File: src/rtl/hazard_pkg.sv
// Shared definitions for the ID-stage hazard scoreboard: default widths,
// scoreboard stage indices and the per-stage entry layout.
package hazard_pkg;

    localparam int REG_AW = 5;
    localparam int DEPTH  = 2;

    localparam int SB_EXE = 0;
    localparam int SB_MEM = 1;

    typedef struct packed {
        logic              v;
        logic [REG_AW-1:0] dest;
    } sb_entry_t;

endpackage

File: src/rtl/sb_match.sv
// Compares one ID source register against every tracked in-flight write
// and flags a read-after-write conflict.
module sb_match #(
    parameter int REG_AW = 5,
    parameter int DEPTH  = 2
) (
    input  logic [REG_AW-1:0]       src,
    input  logic                    used,
    input  logic [DEPTH-1:0]        v,
    input  logic [DEPTH*REG_AW-1:0] dest,
    output logic                    match
);

    logic hit;

    always_comb begin
        hit = 1'b0;
        for (int i = 0; i < DEPTH; i++) begin
            if (v[i] && (dest[i*REG_AW +: REG_AW] == src)) begin
                hit = 1'b1;
            end
        end
    end

    // r0 is hard-wired to zero, so reading it can never conflict.
    assign match = used && (src != '0) && hit;

endmodule

File: src/rtl/hazard_scoreboard.sv
// Stall controller: shift-register scoreboard of in-flight writes in EXE/MEM,
// combinational freeze for RAW hazards in ID, and a saturating stall counter.
module hazard_scoreboard
    import hazard_pkg::*;
#(
    parameter int REG_AW = hazard_pkg::REG_AW,
    parameter int DEPTH  = hazard_pkg::DEPTH,
    parameter int CNT_W  = 16
) (
    input  logic              clk,
    input  logic              rst,
    input  logic              id_valid,
    input  logic [REG_AW-1:0] id_src1,
    input  logic              id_src1_used,
    input  logic [REG_AW-1:0] id_src2,
    input  logic              id_src2_used,
    input  logic [REG_AW-1:0] id_dest,
    input  logic              id_wb_en,
    input  logic              flush,
    output logic              freez,
    output logic [1:0]        hazard_src,
    output logic [DEPTH-1:0]  pending,
    output logic [CNT_W-1:0]  stall_cnt
);

    logic [DEPTH-1:0]        sb_v;
    logic [REG_AW-1:0]       sb_dest [DEPTH];
    logic [DEPTH*REG_AW-1:0] dest_flat;
    logic                    match1;
    logic                    match2;
    logic                    ins_v;

    always_comb begin
        dest_flat = '0;
        for (int i = 0; i < DEPTH; i++) begin
            dest_flat[i*REG_AW +: REG_AW] = sb_dest[i];
        end
    end

    sb_match #(.REG_AW(REG_AW), .DEPTH(DEPTH)) u_match1 (
        .src   (id_src1),
        .used  (id_src1_used),
        .v     (sb_v),
        .dest  (dest_flat),
        .match (match1)
    );

    sb_match #(.REG_AW(REG_AW), .DEPTH(DEPTH)) u_match2 (
        .src   (id_src2),
        .used  (id_src2_used),
        .v     (sb_v),
        .dest  (dest_flat),
        .match (match2)
    );

    // NOTE: rst gates freez combinationally so the stall drops in the reset cycle itself, not one later.
    assign freez      = ~rst & id_valid & ~flush & (match1 | match2);
    assign hazard_src = {match2, match1} & {2{freez}};
    assign pending    = sb_v;

    // A stalled or wrong-path ID instruction enters the scoreboard as a bubble.
    assign ins_v = id_valid & id_wb_en & (id_dest != '0) & ~freez & ~flush;

    // NOTE: sequential state uses non-blocking assignments so every entry shifts from its pre-edge value.
    always_ff @(posedge clk) begin
        if (rst) begin
            sb_v      <= '0;
            stall_cnt <= '0;
            for (int i = 0; i < DEPTH; i++) begin
                sb_dest[i] <= '0;
            end
        end else begin
            sb_v[SB_EXE]    <= ins_v;
            sb_dest[SB_EXE] <= id_dest;
            for (int i = SB_MEM; i < DEPTH; i++) begin
                sb_v[i]    <= sb_v[i-1];
                sb_dest[i] <= sb_dest[i-1];
            end
            if (freez && (stall_cnt != '1)) begin
                stall_cnt <= stall_cnt + CNT_W'(1);
            end
        end
    end

endmodule

File: config.mk
export PLATFORM = sky130hd
export DESIGN_NAME = hazard_scoreboard
export DESIGN_NICKNAME = d
export VERILOG_FILES = /design/src/rtl/hazard_pkg.sv /design/src/rtl/sb_match.sv /design/src/rtl/hazard_scoreboard.sv
export SDC_FILE = /design/constraint.sdc
export NUM_CORES = 1
export LEC_CHECK = 0
export CORE_ASPECT_RATIO = 1.25
export CORE_MARGIN = 5
export CORE_UTILIZATION = 42
export CTS_CLUSTER_SIZE = 8
export DETAILED_ROUTE_END_ITERATION = 6
export GPL_ROUTABILITY_DRIVEN = 0
export PLACE_DENSITY = 0.78
export SYNTH_ARGS = -nofsm -noshare
export SYNTH_HDL_FRONTEND = slang
export SYNTH_SLANG_ARGS = --single-unit
File: constraint.sdc
create_clock -name clk -period 2.2 [get_ports clk]
set_clock_uncertainty 0.05 [all_clocks]
set_input_delay 0.44 -clock clk [delete_from_list [all_inputs] [get_ports clk]]
set_output_delay 0.44 -clock clk [all_outputs]
set_load 0.01 [all_outputs]
Yosys cells after proc, flatten, opt, wreduce, memory -nomap -nowiden
Memory sizes are Yosys's and may differ from the RTL's.
Cells that the tools add are included.
{"block": "totals", "n_memories": 1, "elab_cells": 44, "ramBits": 10, "reg_bits": 18, "in_bits": 22}
{"name": "sb_dest", "depth": 2, "word_bits": 5, "rd": 2, "rd_ports_with_merged_regs": 0, "write_ports": 2, "line": "hazard_scoreboard.sv:27", "rtl": "logic [REG_AW-1:0] sb_dest [DEPTH];"}
{"block": "op_classes", "bitwise_logic": 14, "n_mux": 9, "reduce_logical": 12, "n_eq_ne": 5, "add_sub_neg": 1}
{"operator": "$eq A5 B5 Y1", "count": 4}
{"operator": "$add A16 B1 Y16 const B", "count": 1}
{"operator": "$ne A16 B16 Y1 const B", "count": 1}
{"operator": "$reduce_bool A5 Y1", "count": 3}
{"operator": "$mux W5", "count": 2}
{"operator": "$logic_and A1 B1 Y1", "count": 9}
{"operator": "$and A1 B1 Y1", "count": 7}
{"operator": "$mux W1", "count": 7}
{"operator": "$not A1 Y1", "count": 3}
{"operator": "$or A1 B1 Y1", "count": 3}
{"operator": "$and A2 B2 Y2", "count": 1}

Logic depth before layout (Yosys ltp)
{"block": "logic_depth", "ltp_word": 10, "ltp_mapped": 8}

Cells and area by module
A second synthesis with hierarchy kept.
{"block": "unflattened", "hier_cells": 161, "hier_area_um2": 1471.4}
{"module": "hazard_scoreboard", "area_per_inst_um2": 1203.7, "cells_per_inst": 127, "instances": 1, "seq_area_each_um2": 560.5}
{"module": "sb_match", "area_per_inst_um2": 133.9, "cells_per_inst": 17, "instances": 2, "seq_area_each_um2": 0.0}

Worst setup path after synthesis
OpenSTA, ideal clock, no wires.
{"block": "synth_path", "kind": "in2out", "start": "in id_src1[0]", "end": "out freez", "arrival_ns": 1.669, "setup_slack_ns": 0.041, "path_stages": 6, "path_buffers": 2, "cell_sequence": "or3_1 o311a_1 a22oi_2 buf_4 buf_4 inv_1"}
{"block": "synth_via", "elab_chain_cells": 7}
{"element": "start, declared", "line": "hazard_scoreboard.sv:13", "rtl": "input logic [REG_AW-1:0] id_src1,"}
{"element": "$eq A5 B5 Y1", "line": "sb_match.sv:19", "rtl": "if (v[i] && (dest[i*REG_AW +: REG_AW] == src)) begin"}
{"element": "$logic_and A1 B1 Y1", "line": "sb_match.sv:19"}
{"element": "$mux W1 (2 in a row)", "line": "sb_match.sv:19"}
{"element": "$logic_and A1 B1 Y1 *", "line": "sb_match.sv:26", "rtl": "assign match = used && (src != '0) && hit;"}
{"element": "$or A1 B1 Y1 *", "line": "hazard_scoreboard.sv:57", "rtl": "assign freez = ~rst & id_valid & ~flush & (match1 | match2);"}
{"element": "$and A1 B1 Y1 *", "line": "hazard_scoreboard.sv:57"}
{"element": "end, declared", "line": "hazard_scoreboard.sv:20", "rtl": "output logic freez,"}
Mark *: on every way between the ends. The rest lies on a longest branch, timed or not.

Final worst setup path
Ends and elaborated chain as after synthesis.

==> impl_results.md <==
- Crit-path max cell delay: around 0.36 ns
- Syn Area/Cell: between 9 and 10 µm²
- Unrepaired setup endpoints after global routing: true
- Die area: around 4900 µm²
- Bufs and invs on worst path: 3
- TritonCTS clock tree: done
- CP Class: in -> out
- Net Sw Frac: approximately 22%
- Clk pwr share: 30.1%
- Crit path max fanout: 2
- Pwr Density: 435 nW/µm²
- Pleak: 0.000727 µW
- Final worst-path cycle share: 100%
- Status: complete, but fails checks
- FMAX: approximately 450 MHz
- Hold Path Class: reg -> reg
- Sequential fraction of the synthesis area: 37.3%
- Startpoint types: primary input
- Clk sinks: 28
- Post-DP HPWL: ~2.8 mm
- Critical path's top delay family: compound AO/OA/AOI/OAI gates
- Top-count cell post-synth: dfxtp_1
- Top FF cell, synth: dfxtp_1
- Max-slew violation count: 0
- Vias: approximately 1,400
- Buffer depth of the longest clock path: 2
- Starting Density: 43.2%
- Core Area: between 3000 and 4000 µm²
- GR Overflow Total: 0
- Die Y: a little under 80 µm
- Clk_lat worst skew: approximately 0.27 ns
- # IOs: between 40 and 50
- Final WL: ~3.7 mm
- Ys Warns: 0
- Cells along the critical path: buf_6, or3_1, o311a_1, a22oi_2, inv_1, buf_2
- Placed cell area: around 2000 µm²
- Seq pwr share: between 50 and 60%
- Slew headroom: roughly 79%
- First-pass GRT wire length: around 6.2 mm
- Peak supply drop: approximately 320 µV
- Setup TNS Final: -0.00739 ns
- Synth Cell Area: about 1500 µm²
- Number of synthesized register bits: 28
- Slowest cell on the critical path: o311a_1
- Max-cap viol count: 0
- Commonest cells post-synth: 28 x dfxtp_1, 20 x xnor2_1, 16 x nor2b_1, 11 x a21oi_1
- Worst setup margin: -0.00739 ns
- WHS: approximately 0.46 ns
- Design area: roughly 2100 µm²
- Residual DRC: 0
- Worst slew pin tran: about 0.31 ns
- Post-CTS Hold Buffers: 0
- # setup viols final: 1
- Ys async rst share: 0%
- GRT Util Overall: around 15%
- Final min period: around 2.2 ns
- Final antenna-violating net count: 0
- Vias per std cell: roughly 5.5
- Worst Path Required: 1.71 ns
- Area Overhead vs Synth: 39.5%
- Post-synth EDFFs: 0
- Cts bufs inserted: 3
- Routed wire length per instance: between 10 and 15 µm
- Final Hold Violating Endpoints: 0
- Iteration-0 DRC Markers: a little over 40
- Cells after Synth: around 170
- Endpoint class of the critical path: primary output
- Antenna fix cells: 0
- Power Internal: around 710 µW
- First drt pass iteration count: 4
- Arrival @ worst endpoint: 1.72 ns
- Top cell type's share of synthesized area: about 37%
- Top post-synthesis cells by area: dfxtp_1 37%, xnor2_1 12%, nor2b_1 6.7%
- Syn nets: 189
- H-tree levels: 1
- Number of global-route vias before repair: 1,395
- Die width: roughly 64 µm
- Share of cells above drive strength 1: a little under a fifth
- Post-Route Utilization: 60.2%
- Combinational share of power: ~12%
- Clock root buffer: clkbuf_8
- Clock transition at the registers of the reported paths: 0.09 ns
- Largest area contributor in the netlist: dfxtp_1
- Largest net degree at the start of global routing: 33
- Row cnt: 24
- Failing checks: negative setup slack
- Port Buffer Count: 42
- Netlist cell types: 33
- Initial antenna violation count: 0
- P_sw: approximately 200 µW
- Nets: roughly 240
cells by family (layout without fill, tap and decap cells):
kind of cell | after synthesis | count (layout) | synth area share [%]
AOI/OAI and AO/OA | 28 | 28 | 11.9
xor gates and xnor gates | 20 | 20 | 11.6
adders and majority gates | 1 | 1 | 0.832
buffers and inverters | 11 | 61 | 4.24
DFF | 28 | 28 | 37.3
muxes | 5 | 5 | 3.74
and+or+nand+nor | 73 | 73 | 30.4
sequential cells by signal, summed over array words and instances (netlist names):
register,count
pending,2
sb_dest,10
stall_cnt,16
layout make-up:
cell class	instances	area [µm²]
fillers	329	1390
multi-input cells	127	946
flip-flops and latches	28	561
repair buffers	56	494
well taps	39	48.8
clock buffers	3	41.3
inverters	2	7.51
power by group through the flow:
stage | Clock [µW] | Sequential, µW | Combinational (µW)
after floorplan | 0 | 535 | 50.0
after global placement | 0 | 538 | 114
after detailed placement | 0 | 538 | 116
after CTS | 280 | 526 | 111
after global routing | 304 | 527 | 123
final | 275 | 526 | 113
cell usage in the layout, fill, tap and decap left out, types with 7 or more instances in the layout:
master	count
clkdlybuf4s50_1	28
dfxtp_1	28
xnor2_1	20
nor2b_1	16
buf_4	13
a21oi_1	11
nand2_1	9
or3_1	9
nand4_1	7
or4_1	7
buf_2	7
stage by stage:
stage	cells	worst slack (ns)	total power, µW
final	255	-0.00739	913
after global routing	255	-0.0826	954
after CTS	254	0.000676	918
after detailed placement	251	-0.621	654
after global placement	251	-0.617	652
after floorplan	166	0.0412	585
worst register-to-register path: stages (launching register included):
cell	delay [ns]
dfxtp_1	0.43
and4_4	0.29
nand4_2	0.16
nor3b_4	0.33
buf_4	0.29
nor3_1	0.09
mux2_1	0.30
final timing paths:
kind	start	endpoint	slack, ns	depth (start not counted)
setup / recovery	id_src1[0]	freez	-0.007	6
hold / removal	stall_cnt[15]	stall_cnt[15]	0.46	2
setup reg to reg	stall_cnt[3]	stall_cnt[7]	0.16	6
hold reg to reg	stall_cnt[15]	stall_cnt[15]	0.46	2
routing by layer:
layer,up-vias,track usage (%),routed length [µm]
met5,-,0,0
met4,0,3.74,17
met3,2,3.65,202
met2,48,27.4,1850
met1,647,17.8,1620
li1,701,-,-
repair_timing:
item | CTS | global route
cloned | 0 | 0
endpoints found under the hold margin | 0 | 0
setup buffers | 0 | 1
pin swaps | 6 | 3
gates resized for setup | 49 | 6
setup endpoints to repair | 17 | 9
No activity file was read; power rests on OpenSTA's default activity.
